$ cat src/rtl/run_sequencer.sv
// Host-side sequencer: loads a byte image into data memory, pulses the processor
// Start, waits for Done, then streams a result window back out over valid/ready.
module run_sequencer #(
    parameter int unsigned START_CYCLES   = 2,
    parameter logic [15:0] MAX_RUN_CYCLES = 16'hFFFF
) (
    input  logic        Clk,
    input  logic        Reset,
    input  logic        go,
    input  logic [7:0]  load_len,
    input  logic [7:0]  out_base,
    input  logic [7:0]  out_len,
    input  logic        in_valid,
    input  logic [7:0]  in_data,
    output logic        in_ready,
    output logic        mem_wr_en,
    output logic        mem_rd_en,
    output logic [7:0]  mem_addr,
    output logic [7:0]  mem_wdat,
    input  logic [7:0]  mem_rdat,
    output logic        cpu_start,
    input  logic        cpu_done,
    output logic        out_valid,
    output logic [7:0]  out_data,
    input  logic        out_ready,
    output logic        busy,
    output logic [15:0] run_cycles,
    output logic        err_timeout,
    output logic        seq_done
);

    typedef enum logic [2:0] {
        S_IDLE,
        S_LOAD,
        S_START,
        S_RUN,
        S_DRAIN,
        S_FINISH
    } state_t;

    state_t      state_q, state_d;
    logic [7:0]  load_len_q, load_len_d;
    logic [7:0]  out_base_q, out_base_d;
    logic [7:0]  out_len_q, out_len_d;
    logic [7:0]  load_ptr_q, load_ptr_d;
    logic [7:0]  rd_ptr_q, rd_ptr_d;
    logic [7:0]  out_cnt_q, out_cnt_d;
    logic [7:0]  start_cnt_q, start_cnt_d;
    logic [15:0] run_cycles_q, run_cycles_d;
    logic        err_timeout_q, err_timeout_d;
    logic        seq_done_q, seq_done_d;
    logic        rd_pend_q, rd_pend_d;
    logic        hold_valid_q, hold_valid_d;
    logic [7:0]  hold_data_q, hold_data_d;
    logic [15:0] run_next;

    always_ff @(posedge Clk or posedge Reset) begin
        if (Reset) begin
            state_q       <= S_IDLE;
            load_len_q    <= '0;
            out_base_q    <= '0;
            out_len_q     <= '0;
            load_ptr_q    <= '0;
            rd_ptr_q      <= '0;
            out_cnt_q     <= '0;
            start_cnt_q   <= '0;
            run_cycles_q  <= '0;
            err_timeout_q <= 1'b0;
            seq_done_q    <= 1'b0;
            rd_pend_q     <= 1'b0;
            hold_valid_q  <= 1'b0;
            hold_data_q   <= '0;
        end else begin
            state_q       <= state_d;
            load_len_q    <= load_len_d;
            out_base_q    <= out_base_d;
            out_len_q     <= out_len_d;
            load_ptr_q    <= load_ptr_d;
            rd_ptr_q      <= rd_ptr_d;
            out_cnt_q     <= out_cnt_d;
            start_cnt_q   <= start_cnt_d;
            run_cycles_q  <= run_cycles_d;
            err_timeout_q <= err_timeout_d;
            seq_done_q    <= seq_done_d;
            rd_pend_q     <= rd_pend_d;
            hold_valid_q  <= hold_valid_d;
            hold_data_q   <= hold_data_d;
        end
    end

    always_comb begin
        state_d       = state_q;
        load_len_d    = load_len_q;
        out_base_d    = out_base_q;
        out_len_d     = out_len_q;
        load_ptr_d    = load_ptr_q;
        rd_ptr_d      = rd_ptr_q;
        out_cnt_d     = out_cnt_q;
        start_cnt_d   = start_cnt_q;
        run_cycles_d  = run_cycles_q;
        err_timeout_d = err_timeout_q;
        rd_pend_d     = rd_pend_q;
        hold_valid_d  = hold_valid_q;
        hold_data_d   = hold_data_q;
        seq_done_d    = (state_q == S_FINISH);
        run_next      = (run_cycles_q == 16'hFFFF) ? 16'hFFFF : run_cycles_q + 16'd1;

        in_ready  = 1'b0;
        mem_wr_en = 1'b0;
        mem_rd_en = 1'b0;
        mem_addr  = '0;
        mem_wdat  = '0;
        cpu_start = 1'b0;

        unique case (state_q)
            S_IDLE: begin
                if (go) begin
                    load_len_d    = load_len;
                    out_base_d    = out_base;
                    out_len_d     = out_len;
                    load_ptr_d    = '0;
                    rd_ptr_d      = '0;
                    out_cnt_d     = '0;
                    start_cnt_d   = '0;
                    run_cycles_d  = '0;
                    err_timeout_d = 1'b0;
                    state_d       = (load_len == 8'd0) ? S_START : S_LOAD;
                end
            end
            S_LOAD: begin
                in_ready = 1'b1;
                if (in_valid) begin
                    mem_wr_en  = 1'b1;
                    mem_addr   = load_ptr_q;
                    mem_wdat   = in_data;
                    load_ptr_d = load_ptr_q + 8'd1;
                    if (load_ptr_q + 8'd1 == load_len_q) begin
                        state_d = S_START;
                    end
                end
            end
            S_START: begin
                cpu_start   = 1'b1;
                start_cnt_d = start_cnt_q + 8'd1;
                if (start_cnt_q == 8'(START_CYCLES - 1)) begin
                    start_cnt_d = '0;
                    state_d     = S_RUN;
                end
            end
            S_RUN: begin
                // Done is checked first so a coincident timeout never raises the flag.
                if (cpu_done) begin
                    state_d = (out_len_q == 8'd0) ? S_FINISH : S_DRAIN;
                end else begin
                    run_cycles_d = run_next;
                    if (run_next >= MAX_RUN_CYCLES) begin
                        err_timeout_d = 1'b1;
                        state_d       = S_FINISH;
                    end
                end
            end
            S_DRAIN: begin
                if (rd_pend_q) begin
                    hold_data_d  = mem_rdat;
                    hold_valid_d = 1'b1;
                    rd_pend_d    = 1'b0;
                end else if (!hold_valid_q && rd_ptr_q != out_len_q) begin
                    mem_rd_en = 1'b1;
                    mem_addr  = out_base_q + rd_ptr_q;
                    rd_pend_d = 1'b1;
                    rd_ptr_d  = rd_ptr_q + 8'd1;
                end
                if (hold_valid_q && out_ready) begin
                    hold_valid_d = 1'b0;
                    out_cnt_d    = out_cnt_q + 8'd1;
                    if (out_cnt_q + 8'd1 == out_len_q) begin
                        state_d = S_FINISH;
                    end
                end
            end
            S_FINISH: begin
                state_d = S_IDLE;
            end
            default: begin
                state_d = S_IDLE;
            end
        endcase
    end

    assign busy        = (state_q != S_IDLE);
    assign out_valid   = hold_valid_q;
    assign out_data    = hold_data_q;
    assign run_cycles  = run_cycles_q;
    assign err_timeout = err_timeout_q;
    assign seq_done    = seq_done_q;

endmodule
$ cat config.mk
export PLATFORM = sky130hd
export DESIGN_NAME = run_sequencer
export DESIGN_NICKNAME = d
export VERILOG_FILES = /design/src/rtl/run_sequencer.sv
export SDC_FILE = /design/constraint.sdc
export NUM_CORES = 1
export LEC_CHECK = 0
export ABC_AREA = 1
export BUFFER_PORTS_ARGS = -buffer_cell sky130_fd_sc_hd__buf_2
export CORE_UTILIZATION = 60
export CTS_CLUSTER_SIZE = 10
export DETAILED_ROUTE_END_ITERATION = 12
export PLACE_DENSITY = 0.94
export SYNTH_ARGS = -nofsm -noshare
export SYNTH_HDL_FRONTEND = slang
export SYNTH_SLANG_ARGS = --single-unit
$ cat constraint.sdc
create_clock -name Clk -period 5.21 [get_ports Clk]
set_input_delay 0.2605 -clock Clk [delete_from_list [all_inputs] [get_ports Clk]]
set_output_delay 0.2605 -clock Clk [all_outputs]
set_load 0.1 [all_outputs]
==> flow_metrics.py <==
metrics = {
    "sta": {
        "max_slew_margin": 0.465,
        "finalMaxSlewViolations": 0,
        "setup_tns_ns": 0,
        "worst_pin_slew_ns": 0.803,
        "setup_viol": 0,
        "fin_ws_ns": 2.37,
        "clock.fmax_mhz": 353,
        "layout_worst_path_cycle_share": 0.544,
        "finClkSkew_ns": 0.0111,
        "final-hold-violation-count": 0,
        "fin_crit_ns": 2.84,
        "rsz0062_at_grt": "no",
    },
    "route": {
        "via_per_inst": 5.54,
        "drc": 0,
        "wl_per_cell_um": 13.6,
        "drt_iter0_drc": 369,
        "first_pass_iters": 5,
        "vias": 5353,
        "wl_um": 13200,
        "ant_nets": 0,
    },
    "setup_path": {
        "worstPathRequired_ns": 4.95,
        "reg2reg_slack_ns": 2.79,
        "r2r-end": "err_timeout",
        "endpoint_kind": "output port",
        "cp_max_fo": 23,
        "worstPathCellList": "nor3_2, nand2_1, inv_1, nand2_1, nand2_1, buf_2",
        "worstReg2RegStart": "state_q[1]",
        "worst-endpoint-arrival_ns": 2.58,
        "slowest_stage": "nand2_1",
        "cpPeakStageDelay_ns": 0.51,
        "crit_type": "register to output port",
        "path_common_cell": "nand2_1",
        "reg2reg_depth": 9,
        "critPathLaunchType": "register",
    },
    "floorplanning": {
        "fp.dieW_um": 96.6,
        "dieArea_um2": 9320,
        "start_util": 0.618,
        "pin_count": 94,
        "die_h_um": 96.6,
        "rows": 34,
        "core_um2": 8680,
    },
    "synthesis": {
        "yosysUniqueCellTypes": 39,
        "synth_fa_ha_area_frac": 0.0340,
        "avgSynthCellArea_um2": 7.05,
        "synthMuxAreaShare": 0,
        "synthXorXnorAreaFrac": 0.0310,
        "ys_ff_latch": 87,
        "synth_top_family_by_area": "simple AND/OR/NAND/NOR gates",
        "syn_inst": 761,
        "synthArstFlopShare": 1.00,
        "synth_edf_count": 0,
        "yosys.area_share.simple": 0.331,
        "synthFlopType": "dfrtp_1",
        "synth_nets": 821,
        "synth_area_um2": 5370,
        "yosys_warnings": 0,
        "synth_compound_area_frac": 0.106,
        "synth-seq-area-share": 0.406,
    },
    "global_route": {
        "grt_util_all_layers": 0.307,
        "grt_pass1_vias": 5011,
        "grt_max_degree": 54,
        "grt-ovfl-total": 0,
        "antenna_found_initial": 0,
        "grt_pass1_wl_um": 21900,
    },
    "place": {
        "port_buffers": 93,
        "post-place-ws_ns": 2.77,
        "place_hpwl_um": 9810,
        "gp_congestion": 0.975,
    },
    "final_layout": {
        "nNetsFinal": 914,
        "drive_gt1_frac": 0.155,
        "n_antenna_cell": 0,
        "area_growth_pct": 13.8,
    },
    "power": {
        "irDropWorstVdd_mv": 0.538,
        "powerDensity_nw_per_um2": 507,
        "total_leakage_power_uw": 0.00328,
    },
    "min_path": {
        "holdPathEnd": "out_base_q[7]",
        "min_from": "out_base[7]",
        "hp-class": "input pin to register",
        "min_path_cells": 3,
    },
    "clock_network": {
        "clock-sinks": 87,
        "cts_tree": "done",
        "postCtsSetupBuffers": 0,
        "clock_latency_ns": 0.36,
        "cts.htree.levels": 3,
        "root_buffer": "clkbuf_8",
        "path_clk_slew_ns": 0.08,
        "cts_buffer_depth": 2,
        "cts_made_buffers": 9,
    },
    "outcome": {
        "outcome": "finished clean",
    },
    "run": {
        "cap_viol_max_count": 0,
    },
}
==> state kept, by name, indices dropped and copies added, names as in the netlist, 3 cells and up <==
signal       cells
load_len_q       8
load_ptr_q       8
out_base_q       8
out_cnt_q        8
out_data         8
out_len_q        8
rd_ptr_q         8
run_cycles      16
start_cnt_q      8
state_q          3
==> stage by stage <==
step | utilization | hold slack, ns | instance area [µm²] | instances | total power (µW)
after floorplan | - | 0.370 | 5370 | 761 | 2320
after global placement | 0.682 | 0.341 | 5920 | 950 | 2610
after detailed placement | 0.682 | 0.346 | 5920 | 950 | 2650
after CTS | 0.704 | 0.0791 | 6110 | 967 | 3090
after global routing | 0.704 | 0.0906 | 6110 | 967 | 3300
final | 0.704 | 0.0840 | 6110 | 967 | 3100
==> power breakdown <==
| group | internal (µW) | switching [µW] | total, µW |
|---|---|---|---|
| combinational | 369 | 1200 | 1570 |
| sequential | 875 | 206 | 1080 |
| clock | 199 | 247 | 446 |
==> final cells by class <==
cell class / instances / area, µm²
fill: 723 / 2570
inverter: 112 / 422
multi-input combinational: 547 / 2700
clock inverter: 3 / 17.5
sequential: 87 / 2180
timing repair buffer: 97 / 498
clock buffer: 13 / 159
tap: 108 / 135
==> synthesized netlist by cell type, types with 2 or more instances <==
master | n | area share
o21ai_0 | 52 | 0.049
inv_1 | 108 | 0.076
inv_2 | 3 | 0.0021
xnor2_1 | 6 | 0.0098
nand4_1 | 15 | 0.017
buf_2 | 4 | 0.0037
nor2_2 | 8 | 0.0093
o21ai_1 | 2 | 0.0019
nand2_1 | 251 | 0.18
nand3_1 | 59 | 0.055
nor2_1 | 53 | 0.037
dfrtp_1 | 87 | 0.41
clkbuf_1 | 7 | 0.0049
xor2_1 | 13 | 0.021
nand3b_1 | 3 | 0.0042
a31oi_1 | 3 | 0.0035
ha_1 | 13 | 0.030
nor3_1 | 5 | 0.0047
nand3_2 | 4 | 0.0075
nor4_1 | 5 | 0.0058
o22ai_1 | 19 | 0.022
a21oi_1 | 24 | 0.022
==> critical path: cells and delay by family (launching register included) <==
kind                   cells  cell delay, ns
flip-flops                 1            0.43
buffers and inverters      2            0.73
AND/OR/NAND/NOR            4            1.04
==> metal layers <==
layer  vias up  track usage  routed length (µm)
li1       2641            -                   -
met1      2468        0.387                5690
met2       205        0.521                6340
met3        39       0.0446                 747
met4         0        0.143                 405
met5         -            0                   0
==> cells by family (layout without fill, tap and decap cells) <==
group	Yosys count	in the layout
compound gates	105	105
xor+xnor	19	19
fa+ha+maj	14	14
buf+inv	127	225
flops	87	87
simple gates	409	409
==> how the worst max path moves through the flow <==
| stage | start | to |
|---|---|---|
| floorplan | state_q[1] | mem_addr[0] |
| global placement | rd_ptr_q[0] | mem_addr[6] |
| detailed placement | rd_ptr_q[0] | mem_addr[6] |
| CTS | rd_ptr_q[0] | mem_addr[6] |
| global route | state_q[1] | mem_addr[7] |
| finish | state_q[1] | mem_addr[7] |
==> layout by cell type, fill, tap and decap left out, drive strengths merged <==
cell type,count
xnor2,6
nor3,5
o211ai,1
clkinv,4
inv,110
a31oi,3
a31o,1
o21ai,54
and2,1
o31ai,1
clkinvlp,1
o41ai,1
dfrtp,87
nor2,63
nand3b,3
nand2,253
xor2,13
a21oi,24
nand3,63
dlygate4sd3,1
nor4,5
o22ai,19
o32ai,1
ha,13
nand4,16
fa,1
clkbuf,13
buf,96
==> what timing repair did <==
item | 4_1_cts | 5_1_grt
endpoints found under the hold margin | 34 | 0
gates resized for setup | 0 | 0
hold buffers | 1 | 0
Note: power is estimated with default switching activity, not from simulation.
